==> src/rtl/serial_subtractor.sv <==
// Digit-serial unsigned subtractor: computes a - b - bin over WIDTH/DIGIT cycles,
// LSB digit first, with optional clamp-to-zero on underflow.
module serial_subtractor #(
    parameter int WIDTH = 8,
    parameter int DIGIT = 1
) (
    input  logic             clk,
    input  logic             rst_n,
    input  logic             start,
    input  logic [WIDTH-1:0] a,
    input  logic [WIDTH-1:0] b,
    input  logic             bin,
    input  logic             sat,
    output logic             busy,
    output logic             done,
    output logic [WIDTH-1:0] diff,
    output logic             bout,
    output logic             zero
);
    localparam int STEPS = WIDTH / DIGIT;
    localparam int CNT_W = (STEPS > 1) ? $clog2(STEPS) : 1;
    localparam logic [CNT_W-1:0] LAST = CNT_W'(STEPS - 1);

    typedef enum logic [1:0] {
        IDLE = 2'd0,
        RUN  = 2'd1,
        DONE = 2'd2
    } state_t;

    state_t state, state_nxt;

    logic [WIDTH-1:0] a_sh;
    logic [WIDTH-1:0] b_sh;
    logic [WIDTH-1:0] res_sh;
    logic             sat_q;
    logic             borrow;
    logic [CNT_W-1:0] cnt;

    logic             accept;
    logic             last_step;
    logic [DIGIT-1:0] dig_d;
    logic             dig_br;
    logic [WIDTH-1:0] dig_ext;
    logic [WIDTH-1:0] res_nxt;
    logic [WIDTH-1:0] res_out;

    // Ripple-borrow over one digit; returns {borrow_out, difference}.
    function automatic logic [DIGIT:0] sub_digit(
        input logic [DIGIT-1:0] x,
        input logic [DIGIT-1:0] y,
        input logic             br_in
    );
        logic             br;
        logic [DIGIT-1:0] d;
        br = br_in;
        d  = '0;
        for (int i = 0; i < DIGIT; i++) begin
            d[i] = x[i] ^ y[i] ^ br;
            br   = (~x[i] & br) | (~x[i] & y[i]) | (y[i] & br);
        end
        return {br, d};
    endfunction

    function automatic logic [WIDTH-1:0] clamp_underflow(
        input logic [WIDTH-1:0] v,
        input logic             en,
        input logic             br
    );
        return (en && br) ? '0 : v;
    endfunction

    assign last_step = (cnt == LAST);

    always_comb begin
        state_nxt = state;
        busy      = 1'b0;
        done      = 1'b0;
        accept    = 1'b0;
        case (state)
            IDLE: begin
                if (start) begin
                    accept    = 1'b1;
                    state_nxt = RUN;
                end
            end
            RUN: begin
                busy = 1'b1;
                if (last_step) begin
                    state_nxt = DONE;
                end
            end
            DONE: begin
                done = 1'b1;
                if (start) begin
                    accept    = 1'b1;
                    state_nxt = RUN;
                end else begin
                    state_nxt = IDLE;
                end
            end
            default: state_nxt = IDLE;
        endcase
    end

    // Current digit result is shifted in from the top so the LSB digit ends at bit 0.
    always_comb begin
        {dig_br, dig_d}      = sub_digit(a_sh[DIGIT-1:0], b_sh[DIGIT-1:0], borrow);
        dig_ext              = '0;
        dig_ext[DIGIT-1:0]   = dig_d;
        res_nxt              = (res_sh >> DIGIT) | (dig_ext << (WIDTH - DIGIT));
        res_out              = clamp_underflow(res_nxt, sat_q, dig_br);
    end

    always_ff @(posedge clk or negedge rst_n) begin
        if (!rst_n) begin
            state <= IDLE;
        end else begin
            state <= state_nxt;
        end
    end

    // Control and delivered results; reset clears the abort path immediately.
    always_ff @(posedge clk or negedge rst_n) begin
        if (!rst_n) begin
            cnt    <= '0;
            borrow <= 1'b0;
            diff   <= '0;
            bout   <= 1'b0;
            zero   <= 1'b1;
        end else if (accept) begin
            cnt    <= '0;
            borrow <= bin;
        end else if (state == RUN) begin
            cnt    <= cnt + 1'b1;
            borrow <= dig_br;
            if (last_step) begin
                diff <= res_out;
                bout <= dig_br;
                zero <= (res_out == '0);
            end
        end
    end

    // Operand shift registers carry no reset; they are always loaded before use.
    always_ff @(posedge clk) begin
        if (accept) begin
            a_sh   <= a;
            b_sh   <= b;
            sat_q  <= sat;
            res_sh <= '0;
        end else if (state == RUN) begin
            a_sh   <= a_sh >> DIGIT;
            b_sh   <= b_sh >> DIGIT;
            res_sh <= res_nxt;
        end
    end

endmodule

==> config.mk <==
export PLATFORM = sky130hd
export DESIGN_NAME = serial_subtractor
export DESIGN_NICKNAME = d
export VERILOG_FILES = /design/src/rtl/serial_subtractor.sv
export SDC_FILE = /design/constraint.sdc
export NUM_CORES = 1
export LEC_CHECK = 0
export BUFFER_PORTS_ARGS = -buffer_cell sky130_fd_sc_hd__buf_2
export CAP_MARGIN = 20
export CORE_ASPECT_RATIO = 0.75
export CORE_MARGIN = 2
export CORE_UTILIZATION = 60
export CTS_BUF_LIST = sky130_fd_sc_hd__clkbuf_8
export CTS_CLUSTER_SIZE = 12
export DETAILED_ROUTE_END_ITERATION = 10
export GPL_TIMING_DRIVEN = 1
export PLACE_DENSITY = 0.91
export SLEW_MARGIN = 20
export SYNTH_ARGS = -nofsm -noshare
export SYNTH_HDL_FRONTEND = slang
export SYNTH_SLANG_ARGS = --single-unit
==> constraint.sdc <==
create_clock -name clk -period 3.1 [get_ports clk]
set_input_delay 0.31 -clock clk [delete_from_list [all_inputs] [get_ports clk]]
set_output_delay 0.31 -clock clk [all_outputs]
set_load 0.01 [all_outputs]
**Yosys cells after proc, flatten, opt, wreduce, memory -nomap -nowiden**

Index checks and enable logic that the tools add are counted.

- Output and inout port bits: 12
- Flip-flop bits (word level): 41

- Reductions and logical operators: 7
- $add $sub $neg: 1
- Mux-type cells: 17
- Bitwise gates (word level): 10
- Equal/unequal tests: 5

Operators with widths:

| kind | count |
|---|---|
| 8-bit two-way mux | 5 |
| 8-bit zero test | 1 |
| 7-bit by 8-bit bitwise OR with 8-bit output | 1 |
| 1-bit two-way mux | 7 |
| 3-bit two-way mux | 2 |
| 2-bit case mux with 3 select lines | 1 |
| 2-bit two-way mux | 2 |
| 2-bit inequality test, second input constant | 2 |
| 3-bit by 1-bit adder with 3-bit output, second input constant | 1 |
| 1-bit AND | 3 |
| 3-bit == test, second input constant | 1 |
| 3-bit AND reduction | 1 |
| 2-bit by 1-bit == test with 1-bit output, second input constant | 1 |
| 2-bit == test, second input constant | 1 |
| 2-bit zero test | 1 |
| 1-bit inverter | 2 |
| 1-bit bitwise OR | 2 |
| 2-bit AND reduction | 1 |
| 2-bit nonzero test | 1 |
| 2-bit OR reduction | 1 |
| 1-bit bitwise XOR | 2 |
| 1-bit logical AND | 1 |

**Logic depth before layout (Yosys ltp)**

Gate-level depths: netlist of run 1.

- Depth in word-level cells: 7
- Depth in mapped cells: 7

**Worst setup path before layout of run 1**

OpenSTA, ideal clock, no wires.

- Path type: flip-flop to flip-flop
- From: register cnt[0]
- To: register diff[4]
- Arrival time: 1.350 ns
- Stages on the path, launching flop included: 6
- Path slack: 1.615 ns
- Data required time: 2.964 ns
- Cells stage by stage: dfrtp_1 ha_1 ha_1 nand3b_1 clkbuf_1 o21ai_0

- Cells in the longest elaborated chain, start to end: 2

Ends and longest elaborated chain:

| what | line | RTL |
|---|---|---|
| from (decl) | 37 | `logic [CNT_W-1:0] cnt;` |
| from (signal assigned) | 134 | `cnt <= cnt + 1'b1;` |
| 3-bit == test | 72 | `assign last_step = (cnt == LAST);` |
| 3-bit AND reduction (no line) | - |  |
| to (signal assigned) | 137 | `diff <= res_out;` |
| to (decl) | 16 | `output logic [WIDTH-1:0] diff,` |

No other way between the ends.
A chain may end at the register's enable or synchronous reset.

**Worst setup path in the final report of run 1**

- From: register state[0]
- To: register a_sh[3], enable pin

- Cells in the longest elaborated chain, start to end: 4

Ends and longest elaborated chain:

| what | line | RTL |
|---|---|---|
| from (decl) | 30 | `state_t state, state_nxt;` |
| from (signal assigned) | 118 | `state <= state_nxt;` |
| 2-bit == test or 2-bit zero test (tied branches) | 79 | `case (state)` |
| 2-bit OR reduction (no line) | - |  |
| 1-bit two-way mux | - |  |
| 2-bit nonzero test (no line) * | - |  |
| to (signal assigned) | 152 | `a_sh <= a_sh >> DIGIT;` |
| to (decl) | 32 | `logic [WIDTH-1:0] a_sh;` |

Mark *: on every way between the ends. The rest lies on a longest branch, timed or not.

==> run metrics, run 1 <==
io pins 33; Worst-path clk slew 0.07 ns; Sequential Area 1050 um2; Psw 0.693 mW; synth cell count leaders nand2_1, edfxtp_1, dfrtp_1; H-tree levels 2; max-slew violations 0; Vias 1123; post-detailed-route wirelength per cell 12.9 um; met2 usage in global routing 32.1%; Final nets 207; setup slack, reg-to-reg 0.92 ns; Clk Latency, worst-skew pair 0.28 ns; Net Sw Frac 34.8%; Gate power share 34.4%; Crit Path Class reg -> reg; synth unique cells 32; first-pass GRT wire length 4900 um; Fillers 199; CTS root buf clkbuf_8; CP Data Required Time 3.02 ns; post-synth top area cell edfxtp_1; Post-Synthesis Cells 149; worst slack, placed 0.903 ns; RSZ-0062 raised after global routing false; row cnt 16; actual slew at the worst max-slew pin 0.600 ns; worst relative slew slack 59.9%; chip height 49.1 um; sequential cell area fraction in the yosys report 64.6%; DRC Markers 0; most common cell in the netlist nand2_1; PostCTS Resize Cnt 0; syn_nets 173; FMAX 459 MHz; TNS Setup 0 ns; core area 2600 um2; multi-input logic area 517 um2; HP Class in -> reg; Leakage 0.913 nW; leading register cell type out of synthesis edfxtp_1; Port Buf Inserts 32; Placer Congestion 0.819; Startpoint Class flip-flop; DP HPWL 2080 um; final WL 2850 um; GRT Resource Usage Total 21.2%; mean post-synth cell area 10.9 um2; Fin. Hold Viols 0; Final Skew 0.00769 ns; area added between synthesis and finish 15.7%; Max rail drop VDD 0.000544 V; Flop pwr share 50.1%; DR iter-0 viols 62; GRT overflow 0; internal power 1.29 mW; crit path capture type flip-flop; gr busiest metal met2; Die ar. 3150 um2; PwrDens 1060 nW/um2; crit path max fanout 20; CTS Sinks 40; Routed Antenna Nets 0; share of layout cells above drive strength 1 23.4%; largest net degree at the start of global routing 21; CTS tree built; antenna violations before repair 0; met1 global-route usage 29.1%; Critical Path AT 2.10 ns; clk buf depth 2; initial core utilization 62.5%; Syn. warnings 0; Final min period 2.18 ns; top cell type's share of synthesized area 31.4%; Post-synth EDFFs 17; area of the mapped netlist 1630 um2; First-pass DRT Iterations 4; Final Setup Violations 0; final period utilization 70.3%; post-synthesis register bit count 40; vias in the first global route 1090; status complete, no violations; n_diodes 0; CTS buffer count 5; via-per-instance ratio 5.10; top post-synthesis cells by area edfxtp_1, dfrtp_1, nand2_1; worst hold margin 0.202 ns; clock share of power 15.5%; chip width 64.1 um; Layout Utilization 72.4%; post-route setup slack 0.919 ns; M3 GR Usage 6.00%; Placed Cells 211; Max-Cap Viols 0; fraction of registers with async set/reset 40.0%; fin cells 220
==> cell type report <==
class	instances	share of cell area, %
flip-flops and latches	40	55.9
multi-input cells	98	27.4
inverters	5	0.997
clock buffers	5	3.65
clock inverters	3	0.598
well taps	36	2.39
repair buffers	33	9.04
==> timing repair <==
action,in CTS,in global routing
buffers inserted,0,0
hold buffers,1,0
hold endpoints to repair,15,0
==> cells by family after synthesis <==
logic type | after synthesis | synth area share [%]
compound gates | 22 | 9.38
fa+ha+maj | 3 | 2.77
buf+inv | 11 | 3.61
flops | 40 | 64.6
mux | 1 | 0.692
simple gates | 72 | 18.9
==> sequential cells by signal (all words and copies together) (netlist names) <==
register / flops
borrow: 1
diff: 8
b_sh: 8
state: 2
sat_q: 1
zero: 1
a_sh: 8
res_sh: 7
cnt: 3
bout: 1
==> per-layer routing <==
layer / up-vias / part of all wire, %
met4: 0 / 1.3
li1: 568 / -
met2: 32 / 47
met3: 5 / 5.3
met5: - / 0
met1: 518 / 46
==> stage by stage <==
step                      total power, mW  instance area [um2]
after floorplan                      1.48                 1630
after global placement               1.64                 1790
after detailed placement             1.69                 1790
after CTS                            2.01                 1880
after global routing                 2.15                 1880
final                                1.99                 1880
==> cells in the final DEF (no fill, tap or decap), types with 2 or more instances in the layout <==
cell      count
dfxtp_1       7
ha_1          2
nor2_1        2
buf_2        32
nand2_1      58
dfrtp_1      15
clkbuf_8      5
nand2b_1      2
o21ai_0       9
edfxtp_1     17
and2_1        2
inv_2         2
a22o_1        8
inv_1         6
==> critical path, stage by stage (launching register included) <==
cell and delay (ns):
dfrtp_1 0.40, nand2b_1 0.42, inv_2 0.42, nor2_4 0.10
inv_1 0.47
==> final timing paths <==
check                           to  depth (start not counted)  startpoint
max                        a_sh[3]                          4    state[0]
min                          sat_q                          1         sat
max reg2reg                a_sh[3]                          4    state[0]
min reg2reg                diff[2]                          2     diff[2]
max in group asynchronous     zero                          2       rst_n
min in group asynchronous  diff[1]                          2       rst_n
==> power by group through the flow <==
stage | sequential (mW) | clock [mW] | combinational (mW)
floorplan | 0.997 | 0 | 0.488
global placement | 0.985 | 0 | 0.654
detailed placement | 1.01 | 0 | 0.688
CTS | 0.996 | 0.317 | 0.695
global route | 1.02 | 0.345 | 0.780
finish | 0.995 | 0.308 | 0.684
(Power assumes the default switching activity.)
==> inputs of run 2 (changes only) <==
--- a/config.mk
+++ b/config.mk
@@ -5,16 +5,17 @@
 export SDC_FILE = /design/constraint.sdc
 export NUM_CORES = 1
 export LEC_CHECK = 0
+export ABC_AREA = 1
 export BUFFER_PORTS_ARGS = -buffer_cell sky130_fd_sc_hd__buf_2
 export CAP_MARGIN = 20
 export CORE_ASPECT_RATIO = 0.75
 export CORE_MARGIN = 2
-export CORE_UTILIZATION = 60
+export CORE_UTILIZATION = 56
 export CTS_BUF_LIST = sky130_fd_sc_hd__clkbuf_8
 export CTS_CLUSTER_SIZE = 12
 export DETAILED_ROUTE_END_ITERATION = 10
 export GPL_TIMING_DRIVEN = 1
-export PLACE_DENSITY = 0.91
+export PLACE_DENSITY = 0.86
 export SLEW_MARGIN = 20
 export SYNTH_ARGS = -nofsm -noshare
 export SYNTH_HDL_FRONTEND = slang
==> constraint.sdc (replaced) <==
create_clock -name clk -period 2.25 [get_ports clk]
set_input_delay 0.225 -clock clk [delete_from_list [all_inputs] [get_ports clk]]
set_output_delay 0.225 -clock clk [all_outputs]
set_load 0.01 [all_outputs]
==> run metrics, run 2 <==
CTS root buf clkbuf_8 (unchanged); RSZ-0062 raised after global routing false (unchanged); actual slew at the worst max-slew pin 0.403 ns (was 0.600 ns); Clk Latency, worst-skew pair 0.30 ns (was 0.28 ns); Fin. Hold Viols 0 (unchanged); post-synthesis xor/xnor area fraction 0% (unchanged); largest net degree at the start of global routing 25 (was 21); CP Data Required Time 2.49 ns (was 3.02 ns); sequential cell area fraction in the yosys report 61.9% (was 64.6%); Crit Path Class reg -> reg (unchanged); Final min period 1.53 ns (was 2.18 ns); worst reg2reg path depth 8 (was 4); final WL 2920 um (was 2850 um); top post-synthesis cells by area edfxtp_1, dfrtp_1, nand2_1 (unchanged); syn_nets 194 (was 173); setup bufs post-CTS 0 (unchanged); worst slack, placed 0.720 ns (was 0.903 ns); Vias 1166 (was 1123); Leakage 1.00 nW (was 0.913 nW); commonest non-fill, non-tap cell in the layout nand2_1 (unchanged); Final nets 230 (was 207); GRT Resource Usage Total 20.1% (was 21.2%); share of layout cells above drive strength 1 28.0% (was 23.4%); crit path capture type flip-flop (unchanged); Final Setup Violations 0 (unchanged); worst hold margin 0.120 ns (was 0.202 ns); post-detailed-route wirelength per cell 11.9 um (was 12.9 um); core area 2910 um2 (was 2600 um2); GRT overflow 0 (unchanged); Die ar. 3500 um2 (was 3150 um2); FMAX 654 MHz (was 459 MHz); area added between synthesis and finish 16.7% (was 15.7%); post-synth top area cell edfxtp_1 (unchanged); clk buf depth 2 (unchanged); largest family of logic cells by synthesized area simple AND/OR/NAND/NOR gates (unchanged); leading register cell type out of synthesis edfxtp_1 (unchanged); max-slew violations 0 (unchanged); synth unique cells 22 (was 32); CTS buffer count 5 (unchanged); Routed Antenna Nets 0 (unchanged); antenna violations before repair 0 (unchanged); hold depth 1 (unchanged); DP HPWL 2090 um (was 2080 um); mean post-synth cell area 10.0 um2 (was 10.9 um2); status complete, no violations (unchanged); chip width 67.6 um (was 64.1 um); final period utilization 68.0% (was 70.3%); highest-count cells in the layout ignoring fill and taps nand2_1, buf_2, edfxtp_1, dfrtp_1, inv_1 (was nand2_1, buf_2, edfxtp_1, dfrtp_1, o21ai_0); mux share of post-synthesis cell area 0% (was 0.692%); post-synthesis register bit count 40 (unchanged); leading registers by flop count a_sh (8), b_sh (8), diff (8) (unchanged); chip height 51.7 um (was 49.1 um); synthesized-area fraction occupied by adder cells 2.65% (was 2.77%); synth cell count leaders nand2_1, edfxtp_1, dfrtp_1 (unchanged); Placer Congestion 0.752 (was 0.819); CTS tree built (unchanged); io pins 33 (unchanged); post-route setup slack 0.720 ns (was 0.919 ns); area of the mapped netlist 1700 um2 (was 1630 um2); crit path max fanout 9 (was 20); most common cell in the netlist nand2_1 (unchanged); H-tree levels 2 (unchanged); initial core utilization 58.4% (was 62.5%); Worst-path clk slew 0.08 ns (was 0.07 ns); fraction of the mapped netlist area in compound gates 7.95% (was 9.38%); via-per-instance ratio 4.76 (was 5.10); Startpoint Class flip-flop (unchanged); Port Buf Inserts 32 (unchanged); DRC Markers 0 (unchanged); Critical Path AT 1.77 ns (was 2.10 ns); vias in the first global route 1122 (was 1090); DR iter-0 viols 60 (was 62); Post-Synthesis Cells 170 (was 149); Final Skew 0.0112 ns (was 0.00769 ns); TNS Setup 0 ns (unchanged); HP Class in -> reg (unchanged); Post-synth EDFFs 17 (unchanged); CTS Sinks 40 (unchanged); top cell type's share of synthesized area 30.0% (was 31.4%); PwrDens 1510 nW/um2 (was 1060 nW/um2); fraction of registers with async set/reset 40.0% (unchanged); n_diodes 0 (unchanged); First-pass DRT Iterations 4 (unchanged); first-pass GRT wire length 4890 um (was 4900 um); worst relative slew slack 73.0% (was 59.9%); Syn. warnings 0 (unchanged); Max-Cap Viols 0 (unchanged); setup slack, reg-to-reg 0.72 ns (was 0.92 ns); simple-gate share of the synthesized area 22.0% (was 18.9%); Max rail drop VDD 0.000774 V (was 0.000544 V); row cnt 17 (was 16)
## run 2: cell count changes in the layout (fill, tap and decap cells not counted), moves of 3 or more
cell     change
a22o_1       -8
o21ai_2      +7
inv_2        +3
o21ai_0      -5
inv_1        +4
nand2_1     +16
nand2_2      +3
nor2_1       +6
o22ai_1      +4
## run 2: cell type report
type | instances | area [um2]
Inverter | 14 | 52.6
Multi-Input combinational cell | 112 | 554
Clock inverter | 3 | 38.8
Sequential cell | 40 | 1050
Timing Repair Buffer | 33 | 170
Tap cell | 38 | 47.5
Fill cell | 229 | 930
Clock buffer | 5 | 68.8
## run 2: report_power, final
group          internal, mW  switching (mW)  leakage, nW
combinational         0.390           0.684        0.512
clock                 0.324           0.236       0.0593
sequential             1.20           0.158        0.433
total                  1.91            1.08         1.00
## run 2: worst max-delay path: stages, from the launching register on
cell	delay, ns
edfxtp_1	0.34
inv_1	0.06
fa_1	0.47
nand2_1	0.24
nand2_1	0.13
nand2_1	0.10
nor2_1	0.04
nand2_1	0.06
nand2_1	0.04
## run 2: what timing repair did
action / in CTS / in global routing
setup endpoints to repair: 0 / 0
hold buffers: 1 / 0
endpoints found under the hold margin: 15 / 0
gates resized for setup: 0 / 0
## run 2: kinds of logic after synthesis
| group | Yosys count |
|---|---|
| simple gates | 89 |
| compound gates | 20 |
| fa+ha+maj | 3 |
| buf+inv | 18 |
| flops | 40 |
## run 2: metrics by stage
stage	instance area (um2)	std cells	utilization [%]	total power [mW]
after global routing	1980	245	68.1	3.21
after floorplan	1700	170	-	2.15
final	1980	245	68.1	2.99
after detailed placement	1870	236	64.1	2.45
after global placement	1870	236	64.1	2.38
after CTS	1980	245	68.1	3.01
## run 2: path summary, 6_finish.rpt
path                       startpoint      end
setup / recovery              a_sh[0]     zero
hold / removal                    sat    sat_q
setup reg to reg              a_sh[0]     zero
hold reg to reg                  zero     zero
max in group asynchronous       rst_n     zero
min in group asynchronous       rst_n  diff[2]
## run 2: routing by layer
metal / wire length (um) / global-route usage (%) / up-vias
li1: - / - / 611
met2: 1430 / 30.6 / 24
met1: 1300 / 25.5 / 525
met5: 0 / 0 / -
met4: 50 / 8.16 / 0
met3: 138 / 8.23 / 6
